<file path="config.mk">
export PLATFORM = sky130hd
export DESIGN_NAME = pit_irq_ctrl
export DESIGN_NICKNAME = d
export VERILOG_FILES = /design/src/rtl/pit_irq_pkg.sv /design/src/rtl/pit_irq_ctrl_sat_counter.sv /design/src/rtl/pit_irq_ctrl.sv
export SDC_FILE = /design/constraint.sdc
export NUM_CORES = 1
export LEC_CHECK = 0
export ABC_AREA = 1
export CORE_ASPECT_RATIO = 0.75
export CORE_MARGIN = 5
export CORE_UTILIZATION = 40
export CTS_CLUSTER_SIZE = 10
export DETAILED_ROUTE_END_ITERATION = 10
export PLACE_DENSITY = 0.73
export SLEW_MARGIN = 10
export SYNTH_ARGS = -nofsm -noshare
export SYNTH_HDL_FRONTEND = slang
export SYNTH_SLANG_ARGS = --single-unit
</file>
<file path="constraint.sdc">
create_clock -name clk -period 1.3 [get_ports clk]
set_input_delay 0.13 -clock clk [delete_from_list [all_inputs] [get_ports clk]]
set_output_delay 0.13 -clock clk [all_outputs]
set_load 0.01 [all_outputs]
</file>
<file path="src/rtl/pit_irq_pkg.sv">
// Shared constants for the PIT interrupt delivery stage.
package pit_irq_pkg;

  // Default widths
  localparam int PEND_W_DEF     = 4;
  localparam int MISS_W_DEF     = 8;
  localparam int GAP_CYCLES_DEF = 2;

  // Gap counter is sized for the largest legal GAP_CYCLES (15)
  localparam int GAP_W = $clog2(15 + 1);

  // Controller state codes
  typedef logic [1:0] state_t;
  localparam state_t ST_IDLE   = 2'd0;
  localparam state_t ST_ASSERT = 2'd1;
  localparam state_t ST_GAP    = 2'd2;

endpackage

</file>
<file path="src/rtl/pit_irq_ctrl_sat_counter.sv">
// Width-parameterised up/down counter: saturating increment, no wrap on
// decrement, flag high at the all-ones value.
module sat_counter #(
  parameter int W = 4
) (
  input  logic         clk,
  input  logic         reset,
  input  logic         clr,
  input  logic         inc,
  input  logic         dec,
  output logic [W-1:0] cnt,
  output logic         sat
);

  assign sat = &cnt;

  // Count update; simultaneous inc and dec cancel
  always_ff @(posedge clk) begin
    if (reset || clr)
      cnt <= '0;
    else if (inc && !dec && !sat)
      cnt <= cnt + 1'b1;
    else if (dec && !inc && (cnt != '0))
      cnt <= cnt - 1'b1;
  end

endmodule

</file>
<file path="src/rtl/pit_irq_ctrl.sv">
// Interrupt delivery stage after the PIT: pending tick accounting, level irq
// with an enforced low gap after every acknowledge, and loss statistics.
module pit_irq_ctrl
  import pit_irq_pkg::*;
#(
  parameter int PEND_W     = PEND_W_DEF,
  parameter int MISS_W     = MISS_W_DEF,
  parameter int GAP_CYCLES = GAP_CYCLES_DEF
) (
  input  logic              clk,
  input  logic              reset,
  input  logic              tick,
  input  logic              enable,
  input  logic              mask,
  input  logic              ack,
  input  logic              clear,
  output logic              irq,
  output logic [PEND_W-1:0] pending,
  output logic [MISS_W-1:0] missed,
  output logic              overflow,
  output logic              in_service
);

  state_t           state, state_nxt;
  logic [GAP_W-1:0] gap_cnt;
  logic             tick_acc, ack_acc, pend_sat, miss_sat;
  logic             pend_nxt_nz, lost;

  // irq is only ever high in ASSERT, so it doubles as the ack qualifier
  assign tick_acc = tick && enable && !clear;
  assign ack_acc  = ack && irq && !clear;
  assign lost     = tick_acc && pend_sat && !ack_acc;

  // Whether pending will be non-zero after this edge (ignoring clear)
  assign pend_nxt_nz = tick_acc ? 1'b1 :
                       ack_acc  ? (pending > PEND_W'(1)) :
                                  (pending != '0);

  sat_counter #(.W(PEND_W)) u_pend (
    .clk   (clk),
    .reset (reset),
    .clr   (clear),
    .inc   (tick_acc),
    .dec   (ack_acc),
    .cnt   (pending),
    .sat   (pend_sat)
  );

  // Missed count survives clear; only reset zeroes it
  sat_counter #(.W(MISS_W)) u_miss (
    .clk   (clk),
    .reset (reset),
    .clr   (1'b0),
    .inc   (lost && !miss_sat),
    .dec   (1'b0),
    .cnt   (missed),
    .sat   (miss_sat)
  );

  // Next-state selection; clear forces IDLE
  always_comb begin
    state_nxt = state;
    case (state)
      ST_IDLE:   if (pend_nxt_nz) state_nxt = ST_ASSERT;
      ST_ASSERT: if (ack_acc)     state_nxt = ST_GAP;
      ST_GAP:    if (gap_cnt <= GAP_W'(1))
                   state_nxt = pend_nxt_nz ? ST_ASSERT : ST_IDLE;
      default:   state_nxt = ST_IDLE;
    endcase
    if (clear) state_nxt = ST_IDLE;
  end

  // State, gap timer and registered outputs
  always_ff @(posedge clk) begin
    if (reset) begin
      state      <= ST_IDLE;
      gap_cnt    <= '0;
      irq        <= 1'b0;
      overflow   <= 1'b0;
      in_service <= 1'b0;
    end else begin
      state      <= state_nxt;
      irq        <= (state_nxt == ST_ASSERT) && !mask;
      in_service <= (state_nxt == ST_GAP);
      if (state_nxt == ST_GAP && state != ST_GAP)
        gap_cnt <= GAP_W'(GAP_CYCLES);
      else if (state == ST_GAP && gap_cnt != '0)
        gap_cnt <= gap_cnt - 1'b1;
      if (clear)
        overflow <= 1'b0;
      else if (lost)
        overflow <= 1'b1;
    end
  end

endmodule

</file>
Yosys cells after proc, flatten, opt, wreduce, memory -nomap -nowiden
Cells that the tools add are included.
{"block": "op_classes", "add_sub_neg": 4, "order_cmp": 2, "eq_ne": 5, "muxes": 12, "n_reduce_logical": 31}
{"op": "$logic_and 1x1->1", "n": 15}
{"op": "$mux 2", "n": 6}
{"op": "$add 8x1->8 const B", "n": 1}
{"op": "$mux 4", "n": 2}
{"op": "$reduce_and 8->1", "n": 1}
{"op": "$reduce_bool 4->1", "n": 2}
{"op": "$sub 4x1->4 const B", "n": 2}
{"op": "$logic_not 1->1", "n": 6}
{"op": "$pmux 2 s3", "n": 1}
{"op": "$add 4x1->4 const B", "n": 1}
{"op": "$eq 2x1->1 const B", "n": 2}
{"op": "$eq 2x2->1 const B", "n": 2}
{"op": "$gt 4x1->1 const B", "n": 1}
{"op": "$le 4x1->1 const B", "n": 1}
{"op": "$reduce_and 4->1", "n": 1}
{"op": "$reduce_bool 2->1", "n": 2}
{"op": "$reduce_or 2->1", "n": 2}
{"op": "$mux 1", "n": 3}
{"op": "$logic_not 2->1", "n": 1}
{"op": "$ne 2x2->1 const B", "n": 1}
{"op": "$logic_or 1x1->1", "n": 1}
{"block": "totals", "reg_bits": 21, "out_inout_bits": 15}

Longest topological paths before layout
Gate-level depths: netlist of run 1.
{"block": "depth", "depth_word": 11, "ltp_mapped": 10}

Hierarchy
Synthesis of run 1 repeated with hierarchy kept, for this count alone.
{"block": "hier_totals", "hier_cells": 228, "area_unflattened_um2": 1496.4}
{"module": "sat_counter at u_miss", "instances": 1, "cells_each": 112, "area_each_um2": 690.7, "seq_area_each_um2": 160.2}
{"module": "pit_irq_ctrl", "instances": 1, "cells_each": 68, "area_each_um2": 478.0, "seq_area_each_um2": 180.2}
{"module": "sat_counter at u_pend", "instances": 1, "cells_each": 48, "area_each_um2": 327.8, "seq_area_each_um2": 80.1}

Least setup slack after synthesis of run 1
OpenSTA, ideal clock, no wires.
{"block": "synth_path", "path_type": "flip-flop to flip-flop", "start": "register u_miss.cnt[0]", "end": "register u_miss.cnt[0]", "arrival_ns": 1.213, "path_slack_ns": -0.026, "stages_incl_launch_ff": 10, "n_path_buf": 0, "synth_period_minus_slack_ns": 1.326, "cell_sequence": "dfxtp_1 ha_1 nand2_1 inv_1 nand3_2 clkinv_1 nor2_8 nand2_1 nand2_1 nor2_1"}
{"block": "synth_between", "elab_chain_cells": 4, "word_cells_on_any_way": 5, "classes_between": "add/sub: 1; reduce/logical: 4"}
{"item": "from (decl)", "line_no": "pit_irq_ctrl_sat_counter.sv:11", "source": "output logic [W-1:0] cnt,"}
{"item": "from (signal assigned)", "line_no": "pit_irq_ctrl_sat_counter.sv:22", "source": "cnt <= cnt + 1'b1;"}
{"item": "from (signal assigned)", "line_no": "pit_irq_ctrl_sat_counter.sv:24", "source": "cnt <= cnt - 1'b1;"}
{"item": "branches (longest 4 deep; another with $add 8x1->8)"}
Several ways; the timed one is not identified.
A chain may end at the register's enable or synchronous reset.

Worst setup path after layout of run 1
Ends and elaborated chain as after synthesis.

==> flow_summary.json, run 1 <==
{
  "status": "finished, final reports clean",
  "core_area_sq_mm": 0.00298,
  "post-dp-hpwl_mm": 2.25,
  "num_vias": 1271,
  "synth.distinct_cells": 24,
  "crit_slowest_cell": "dfxtp_2",
  "die_area_sq_mm": 0.00438,
  "hold_viol": 0,
  "grt-ovfl-total": 0,
  "nets": 236,
  "cp_cell_sequence": "ha_4, nand2_2, inv_2, nand3_4, clkinv_4, nor2_4, nand2_1, nand2_1, nor2_1",
  "cpLargestDelayFamily": "simple AND/OR/NAND/NOR gates",
  "setup_viol_count_final": 0,
  "gp_congestion": 0.853,
  "syn_nets": 196,
  "synth_area_leaders": "dfxtp_1 33%, nand2_1 15%, ha_1 7.0%",
  "synth_top_family_by_area": "simple AND/OR/NAND/NOR gates",
  "worst_slack_ns": 0.0514,
  "antenna_found_initial": 0,
  "ios": 22,
  "yosysTopAreaCell": "dfxtp_1",
  "postSynthAreaPerCell_sq_um": 6.92,
  "tightestPinTransition_ns": 0.294,
  "netlist_area_sq_mm": 0.00126,
  "synth_top_area_share_pct": 33.4,
  "grt_max_degree": 13,
  "num_antenna_cells": 0,
  "power.density_mw_per_mm2": 661,
  "cts_tree": "yes",
  "final_cell_mix": "47 x nand2_1, 21 x nor2_1, 17 x inv_1",
  "wl_per_cell_um": 12.4,
  "cp.arrival_ns": 1.41,
  "clkTransAtPathRegs_ns": 0.08,
  "slew_headroom_pct": 80.4,
  "syn_to_final_growth_pct": 41.8,
  "syn_inst": 182,
  "worst_setup_path_start_kind": "register",
  "initial_utilization_pct": 42.3,
  "p_leak_nw": 0.812,
  "clkSinkCount": 21,
  "drc": 0,
  "required_ns": 1.46,
  "fill_cells": 271,
  "pre_cts_slack_ns": -0.157,
  "place_inst": 253,
  "clockRootBuffer": "clkbuf_8",
  "total_power_mw": 1.18,
  "hold_buffers": 0,
  "postLayoutCellArea_sq_mm": 0.00179,
  "grt_pass1_vias": 1167,
  "synth.area.mux_share_pct": 0,
  "yosys_warnings": 0,
  "die_y_um": 58.6,
  "io_buffers": 21,
  "skew_ns": 0.00740,
  "avgViaCountPerCell": 4.91,
  "clock_latency_ns": 0.26,
  "ys_ff_latch": 21,
  "worst-setup-path-type": "reg2reg",
  "synth-adder-area-share_pct": 6.95,
  "die_w_um": 74.8,
  "clock_path_buffers": 2,
  "r2r_slack_ns": 0.05,
  "drt_iter0_drc": 65,
  "holdCritPathClass": "in2reg",
  "grtUsageTotal_pct": 14.8,
  "cpMostUsedCell": "nand2_1",
  "dpl_cell_area_sq_mm": 0.00162,
  "final_antenna_net_count": 0,
  "grt_pass1_wl_mm": 5.13,
  "h-tree-depth": 1,
  "cap_viol_max_count": 0,
  "final_cells": 259,
  "slew_viol_final": 0,
  "synth_compound_area_share_pct": 8.54,
  "ys_seq_area_share_pct": 33.4,
  "path_buf_inv": 2,
  "cp_max_fo": 4,
  "finalCritPeriodShare_pct": 96.0,
  "numCtsBuffers": 3,
  "cpPeakStageDelay_ns": 0.35,
  "drt-total-wl_mm": 3.22,
  "synthSimpleGateAreaFrac_pct": 39.5,
  "fin_crit_ns": 1.25,
  "fin_util_pct": 60.0,
  "firstDrtPassIters": 4,
  "synth_xor_xnor_area_share_pct": 3.48,
  "max-vdd-ir-drop_v": 0.000430,
  "final_common_cell": "nand2_1",
  "max_freq_mhz": 801,
  "drive_above_1_share_pct": 27.6,
  "row_count": 17,
  "end_kind": "register"
}
[what timing repair did]
item	CTS	global route
resized for setup	22	29
buffers inserted	0	1
endpoints found under the setup margin	15	15
gates cloned	1	0
pin swaps	2	9
[synthesized netlist by cell type (all sizes together)]
cell type,number
a21oi,16
clkbuf,1
clkinv,2
dfxtp,21
ha,7
inv,23
nand2,53
nand3,20
nand3b,1
nand4,2
nor2,25
nor3,1
o211ai,1
o21ai,4
xnor2,3
xor2,2
[layer usage]
metal  routed length, um  part of all wire [%]  global-route usage, %  vias up
met5                   0                     0                      0        -
met4                   8                  0.25                   3.30        0
met3                 153                   4.8                   3.58        2
met2                1440                    45                   20.3       32
met1                1620                    50                   23.1      578
li1                    -                     -                      -      659
[final cells by class]
class / count / area [sq um] / area share [%]
inverters: 25 / 106 / 5.95
repair buffers: 35 / 305 / 17.1
well taps: 38 / 47.5 / 2.66
clock buffers: 3 / 41.3 / 2.31
clock inverters: 1 / 5.00 / 0.280
flip-flops and latches: 21 / 440 / 24.6
multi-input cells: 136 / 841 / 47.1
[through the flow]
| stage | setup TNS, ns | hold WS (ns) |
|---|---|---|
| final | 0 | 0.366 |
| after global placement | -1.82 | 0.443 |
| after floorplan | 0 | 0.202 |
| after detailed placement | -1.76 | 0.444 |
| after global routing | -0.0327 | 0.400 |
| after CTS | -0.0161 | 0.384 |
[registers in the layout, summed over array words and instances, names as in the netlist]
name	cells
u_miss.cnt	8
gap_cnt	4
u_pend.cnt	4
state	2
in_service	1
irq	1
overflow	1
[worst register-to-register path, delay by kind of cell, from the launching register on]
family	cells	cell delay, ns
fa+ha+maj	1	0.16
buf+inv	2	0.15
flops	1	0.35
simple gates	6	0.49
[worst paths after layout]
path / end / depth (start not counted) / from
max reg2reg: u_miss.cnt[0]$_SDFFE_PP0P_ / 9 / u_miss.cnt[0]$_SDFFE_PP0P_
min reg2reg: overflow$_SDFFE_PP0P_ / 2 / overflow$_SDFFE_PP0P_
min: irq$_SDFF_PP0_ / 2 / mask
max: u_miss.cnt[0]$_SDFFE_PP0P_ / 9 / u_miss.cnt[0]$_SDFFE_PP0P_
[where the power goes]
part | internal, mW | switching [mW] | leakage, nW | total (mW)
Combinational | 0.0431 | 0.0516 | 0.611 | 0.0947
Sequential | 0.642 | 0.00359 | 0.176 | 0.646
Clock | 0.214 | 0.228 | 0.0255 | 0.441
Total | 0.899 | 0.283 | 0.812 | 1.18
[cell families (layout without fill, tap and decap cells)]
| group | Yosys count | after routing |
|---|---|---|
| compound gates | 21 | 21 |
| flops | 21 | 21 |
| buf+inv | 26 | 64 |
| fa+ha+maj | 7 | 7 |
| xor+xnor | 5 | 5 |
| simple gates | 102 | 103 |
No activity file was read; power rests on OpenSTA's default activity.
==> run 2: changes to the inputs <==
--- a/config.mk
+++ b/config.mk
@@ -9,9 +9,10 @@
 export CORE_ASPECT_RATIO = 0.75
 export CORE_MARGIN = 5
 export CORE_UTILIZATION = 40
+export CTS_BUF_LIST = sky130_fd_sc_hd__clkbuf_16
 export CTS_CLUSTER_SIZE = 10
 export DETAILED_ROUTE_END_ITERATION = 10
-export PLACE_DENSITY = 0.73
+export PLACE_DENSITY = 0.7
 export SLEW_MARGIN = 10
 export SYNTH_ARGS = -nofsm -noshare
 export SYNTH_HDL_FRONTEND = slang
==> constraint.sdc (replaced) <==
create_clock -name clk -period 1.38 [get_ports clk]
set_input_delay 0.138 -clock clk [delete_from_list [all_inputs] [get_ports clk]]
set_output_delay 0.138 -clock clk [all_outputs]
set_load 0.01 [all_outputs]
==> run 2 against run 1 <==
  * Global-route usage fell by 1.2 points
  * Sequential share of layout area is 0.24 points higher
  * Via count is 2.4% lower
  * Power grew 9.5%
  * First-iteration DRC count is 15% lower
  * Final area fell by 2.7%
  * Worst setup slack got worse by 0.0072 ns
  * Register-to-register slack gained 0.02 ns
  * Clock skew is 0.0037 ns lower
==> flow_summary.json, run 2 (synthesis results as in run 1) <==
{
  "status": "finished, final reports clean",
  "tightestPinTransition_ns": 0.314,
  "clock_path_buffers": 2,
  "cpPeakStageDelay_ns": 0.56,
  "p_leak_nw": 0.772,
  "drc": 0,
  "grt_pass1_wl_mm": 4.62,
  "syn_to_final_growth_pct": 38.0,
  "antenna_found_initial": 0,
  "die_area_sq_mm": 0.00438,
  "max_freq_mhz": 749,
  "pre_cts_slack_ns": -0.0785,
  "switching_share_pct": 20.2,
  "cap_viol_max_count": 0,
  "final_antenna_net_count": 0,
  "cp.arrival_ns": 1.20,
  "h-tree-depth": 1,
  "hold_viol": 0,
  "finalCritPeriodShare_pct": 96.8,
  "clkTransAtPathRegs_ns": 0.06,
  "io_buffers": 21,
  "nets": 233,
  "cp_max_fo": 6,
  "die_w_um": 74.8,
  "cpLargestDelayFamily": "buffers and inverters",
  "clkSinkCount": 21,
  "core_area_sq_mm": 0.00298,
  "path_buf_inv": 1,
  "grtUsageTotal_pct": 13.6,
  "end_kind": "output pin",
  "crit_slowest_cell": "clkdlybuf4s50_1",
  "top_register": "u_miss.cnt",
  "gp_congestion": 0.804,
  "clockRootBuffer": "clkbuf_16",
  "pwr-share-comb_pct": 6.6,
  "setup_viol_count_final": 0,
  "fin_crit_ns": 1.34,
  "num_vias": 1240,
  "drt-total-wl_mm": 2.86,
  "final_cells": 256,
  "power_frac_seq_pct": 47.1,
  "place_inst": 251,
  "worst_setup_path_start_kind": "register",
  "slew_viol_final": 0,
  "power_switching_mw": 0.262,
  "power.density_mw_per_mm2": 744,
  "slew_headroom_pct": 79.0,
  "numCtsBuffers": 3,
  "holdCritPathClass": "in2reg",
  "cp_cell_sequence": "clkdlybuf4s50_1",
  "final_common_cell": "nand2_1",
  "required_ns": 1.24,
  "fin_util_pct": 58.4,
  "firstDrtPassIters": 4,
  "clockPowerShare_pct": 46.3,
  "skew_ns": 0.00366,
  "cts_tree": "yes",
  "die_y_um": 58.6,
  "largest_reg_flops": 8,
  "avgViaCountPerCell": 4.84,
  "grt-ovfl-total": 0,
  "p_int_mw": 1.03,
  "drive_above_1_share_pct": 22.0,
  "initial_utilization_pct": 42.3,
  "row_count": 17,
  "worst-setup-path-type": "reg2out",
  "ios": 22,
  "worst_slack_ns": 0.0442,
  "grt_max_degree": 12,
  "max-vdd-ir-drop_v": 0.000603,
  "rsz0062_at_grt": "true",
  "num_antenna_cells": 0,
  "post-dp-hpwl_mm": 2.19,
  "hold_buffers": 0,
  "clock_latency_ns": 0.25,
  "wl_per_cell_um": 11.2,
  "final_cell_mix": "48 x nand2_1, 22 x nor2_1, 19 x inv_1",
  "drt_iter0_drc": 55,
  "grt_pass1_vias": 1019,
  "top_regs": "u_miss.cnt (8), gap_cnt (4), u_pend.cnt (4)"
}
[run 2: cell count changes in the layout (fill, tap and decap cells not counted), sizes merged]
cell           previous run  this run
clkinvlp                  0         1
buf                      14        11
clkdlybuf4s50             7        16
inv                      23        24
dlymetal6s2s              1         2
clkinv                    3         1
dlygate4sd2              13         3
[run 2: worst paths after layout]
check                                   from                         end  slack, ns  cells after the start
setup / recovery  u_miss.cnt[2]$_SDFFE_PP0P_                   missed[2]       0.04                      1
hold / removal                          mask              irq$_SDFF_PP0_       0.43                      2
setup reg to reg  u_miss.cnt[0]$_SDFFE_PP0P_  u_miss.cnt[6]$_SDFFE_PP0P_       0.07                      8
hold reg to reg        overflow$_SDFFE_PP0P_       overflow$_SDFFE_PP0P_       0.44                      2
[run 2: area by class of cell]
| cell class | instances | area [sq um] |
|---|---|---|
| clock buffers | 3 | 75.1 |
| multi-input cells | 136 | 783 |
| flip-flops and latches | 21 | 433 |
| repair buffers | 32 | 294 |
| clock inverters | 1 | 3.75 |
| well taps | 38 | 47.5 |
| inverters | 25 | 103 |
| fillers | 278 | 1240 |
[run 2: power groups by stage]
stage / Sequential [mW] / Clock (mW) / Combinational [mW]
floorplan: 0.626 / 0 / 0.0397
global placement: 0.625 / 0 / 0.0852
detailed placement: 0.625 / 0 / 0.0849
CTS: 0.611 / 0.618 / 0.0843
global route: 0.610 / 0.655 / 0.0942
finish: 0.610 / 0.599 / 0.0855
[run 2: worst reg2reg max path, cell delays in order (launching register included)]
cell        delay (ns)
dfxtp_2           0.32
ha_2              0.19
nand2_2           0.07
inv_2             0.05
nand3_4           0.09
clkinvlp_4        0.16
nor2_8            0.17
nand2_1           0.08
a21oi_2           0.11
[run 2: timing repair]
item / in CTS / in global routing
gates cloned: 0 / 1
buffers inserted: 0 / 0
pin swaps: 0 / 4
gates resized for setup: 9 / 19
setup endpoints to repair: 9 / 13
[run 2: per-layer routing]
layer  vias to the layer above  track usage (%)  wire length, um  share of wire (%)
li1                        652                -                -                  -
met1                       560             20.2             1480                 52
met2                        26             19.1             1210                 42
met3                         2             4.27              146                5.1
met4                         0             3.05               15               0.53
met5                         -                0                0                  0
[run 2: metrics by stage]
stage / TNS [ns] / area (sq um) / total power, mW / hold slack [ns]
2_1_floorplan: 0 / 1260 / 0.666 / 0.210
3_3_place_gp: -0.608 / 1600 / 0.710 / 0.439
3_5_place_dp: -0.531 / 1600 / 0.710 / 0.439
4_1_cts: 0 / 1680 / 1.31 / 0.428
5_1_grt: -0.00854 / 1740 / 1.36 / 0.423
6_report: 0 / 1740 / 1.29 / 0.425
==> run 3: changes to the inputs <==
--- a/config.mk
+++ b/config.mk
@@ -12,8 +12,9 @@
 export CTS_BUF_LIST = sky130_fd_sc_hd__clkbuf_16
 export CTS_CLUSTER_SIZE = 10
 export DETAILED_ROUTE_END_ITERATION = 10
-export PLACE_DENSITY = 0.7
-export SLEW_MARGIN = 10
+export PLACE_DENSITY = 0.69
 export SYNTH_ARGS = -nofsm -noshare
 export SYNTH_HDL_FRONTEND = slang
+export SYNTH_HIERARCHICAL = 1
 export SYNTH_SLANG_ARGS = --single-unit
+export TNS_END_PERCENT = 10
==> run 3 against run 2 <==
  * Global-route usage up 3.8 points
  * Highest routed layer unchanged
  * Register-to-register slack worse by 0.93 ns
  * Utilization rose by 7.4 points
  * Power increased by 75%
  * The run now ends with negative setup slack left
  * Clock power barely moved
  * First-iteration DRC count is 9.1% lower
==> flow_summary.json, run 3 <==
{
  "status": "finished with violations",
  "violations": "negative setup slack",
  "multi_input_area_sq_mm": 0.00115,
  "hold_buffers": 0,
  "rr_startpoint": "u_pend/cnt[1]$_SDFFE_PP0P_",
  "hold_viol": 0,
  "synth_top_area_share_pct": 28.1,
  "skew_ns": 0.00346,
  "clkTransAtPathRegs_ns": 0.05,
  "die_area_sq_mm": 0.00508,
  "grt_pass1_vias": 1591,
  "clkSinkCount": 21,
  "top_register": "u_miss/cnt",
  "firstDrtPassIters": 4,
  "drc": 0,
  "r2r_slack_ns": -0.86,
  "io_buffers": 21,
  "hold_start": "mask",
  "postSynthAreaPerCell_sq_um": 6.56,
  "required_ns": 1.52,
  "worst_setup_path_start_kind": "input port",
  "path_buf_inv": 3,
  "synth.distinct_cells": 31,
  "die_w_um": 80.6,
  "grt_max_degree": 12,
  "ios": 22,
  "setup_viol_count_final": 12,
  "syn_to_final_growth_pct": 59.9,
  "core_area_sq_mm": 0.00364,
  "cpPeakStageDelay_ns": 0.45,
  "cpLargestDelayFamily": "simple AND/OR/NAND/NOR gates",
  "max_freq_mhz": 447,
  "holdCritPathClass": "in2reg",
  "initial_utilization_pct": 41.1,
  "min_to": "irq$_SDFF_PP0_",
  "grt_pass1_wl_mm": 7.13,
  "avgViaCountPerCell": 4.59,
  "post-dp-hpwl_mm": 3.10,
  "cts_tree": "yes",
  "numCtsBuffers": 3,
  "async_flop_share_pct": 0,
  "slew_viol_final": 0,
  "r2r_end": "u_miss/cnt[7]$_SDFFE_PP0P_",
  "clockRootBuffer": "clkbuf_16",
  "grt-ovfl-total": 0,
  "num_antenna_cells": 0,
  "yosys-top-cells-count": "60 x nand2_1, 35 x nor2_1, 26 x inv_1",
  "top_regs": "u_miss/cnt (8), gap_cnt (4), u_pend/cnt (4)",
  "worst_slack_ns": -0.858,
  "pre_cts_slack_ns": -1.15,
  "yosys_warnings": 6,
  "clock_path_buffers": 2,
  "cpMostUsedCell": "nand2_1",
  "ys_seq_area_share_pct": 28.1,
  "crit_slowest_cell": "clkdlybuf4s50_1",
  "drt_iter0_drc": 50,
  "drive_above_1_share_pct": 36.9,
  "grtUsageTotal_pct": 17.5,
  "num_vias": 1593,
  "h-tree-depth": 1,
  "fin_crit_ns": 2.24,
  "largest_reg_flops": 8,
  "ys_ff_latch": 21,
  "drt-total-wl_mm": 3.91,
  "yosysMostFrequentCell": "nand2_1",
  "fill_cells": 327,
  "row_count": 19,
  "cp_max_fo": 7,
  "regArea_sq_um": 459,
  "netlist_area_sq_mm": 0.00150,
  "wl_per_cell_um": 11.3,
  "synth_area_leaders": "dfxtp_1 28%, nand2_1 15%, nor2_1 8.8%",
  "power.density_mw_per_mm2": 948,
  "p_leak_nw": 1.20,
  "end_kind": "register",
  "cp.arrival_ns": 2.38,
  "synth_edf_count": 0,
  "die_y_um": 63.0,
  "synthFlopType": "dfxtp_1",
  "gp_congestion": 0.819,
  "cp_cell_sequence": "clkdlybuf4s50_1, nand2_1, nor2_2, nand3_2, nor2_1, inv_1, or2_1, a21oi_4, inv_6, ha_4, nand2_2, nor2_2, nand3_2, nand2_1, nand2_1, a21oi_1, nor2_1",
  "r2r_cells": 16,
  "final_common_cell": "nand2_1",
  "yosysTopAreaCell": "dfxtp_1",
  "setup_tns_ns": -6.86,
  "clock_latency_ns": 0.25,
  "antenna_found_initial": 0,
  "nets": 315,
  "max-vdd-ir-drop_v": 0.000723,
  "rsz0062_at_grt": "true",
  "syn_inst": 228,
  "final_antenna_net_count": 0,
  "worst-setup-path-type": "in2reg",
  "final_cell_mix": "53 x nand2_1, 39 x buf_4, 31 x nor2_1",
  "cap_viol_max_count": 0,
  "finalCritPeriodShare_pct": 162,
  "hold_depth": 2
}
-- run 3: report_power, final --
group	switching, mW	leakage, nW	internal, mW	total (mW)
Combinational	0.535	0.976	0.458	0.993
Clock	0.212	0.0423	0.386	0.598
Sequential	0.0314	0.179	0.647	0.678
-- run 3: final cells by class --
class	instances	area share, %
clock inverters	1	0.157
flip-flops and latches	21	19.2
well taps	52	2.72
clock buffers	3	3.14
inverters	33	5.49
repair buffers	61	21.1
multi-input cells	176	48.2
-- run 3: cells by family after synthesis --
kind of cell               synth area share [%]
and+or+nand+nor                            39.5
buffers and inverters                      8.44
AOI/OAI and AO/OA                          9.78
DFF                                        28.1
adders and majority gates                  11.0
xor gates and xnor gates                   2.93
other                                     0.251
-- run 3: worst max-delay path by stage --
stage,from,end,slack [ns],cells past startpoint
CTS,u_pend/cnt[1]$_SDFFE_PP0P_,u_miss/cnt[7]$_SDFFE_PP0P_,-0.85,16
global route,enable,u_miss/cnt[7]$_SDFFE_PP0P_,-1.03,17
global placement,tick,u_miss/cnt[3]$_SDFFE_PP0P_,-1.13,16
detailed placement,tick,u_miss/cnt[5]$_SDFFE_PP0P_,-1.15,16
finish,enable,u_miss/cnt[7]$_SDFFE_PP0P_,-0.86,17
floorplan,u_miss/cnt[0]$_SDFFE_PP0P_,u_miss/cnt[7]$_SDFFE_PP0P_,-0.37,12
-- run 3: repair_timing --
item                                   4_1_cts  5_1_grt
setup buffers                                1        0
endpoints found under the hold margin        0        0
resized for setup                           27        7
setup endpoints to repair                   23       17
pin swaps                                   21        1
-- run 3: metrics by stage --
step / util [%] / hold WS (ns) / cell area (sq um) / std cells / power, mW
2_1_floorplan: - / 0.205 / 1670 / 230 / 1.28
3_3_place_gp: 61.5 / 0.477 / 2240 / 342 / 1.61
3_5_place_dp: 61.5 / 0.489 / 2240 / 342 / 1.63
4_1_cts: 65.2 / 0.428 / 2370 / 347 / 2.28
5_1_grt: 65.8 / 0.438 / 2390 / 347 / 2.46
6_report: 65.8 / 0.427 / 2390 / 347 / 2.27
-- run 3: layer usage --
layer	global-route usage, %	up-vias	share of wire (%)
met1	23.8	715	49
met4	4.01	0	0.67
met3	4.32	5	3.1
met5	0	-	0
li1	-	853	-
met2	27.6	20	47
-- run 3: worst reg2reg max path: stages, from the launching register on --
cell and delay (ns):
dfxtp_4 0.36, nand2_4 0.06, nor2_4 0.11, nand3_2 0.06, nor2_1 0.08, inv_1 0.06
or2_1 0.23, a21oi_4 0.17, inv_6 0.09, ha_4 0.31, nand2_2 0.07, nor2_2 0.11
nand3_2 0.08, nand2_1 0.08, nand2_1 0.07, a21oi_1 0.14, nor2_1 0.05
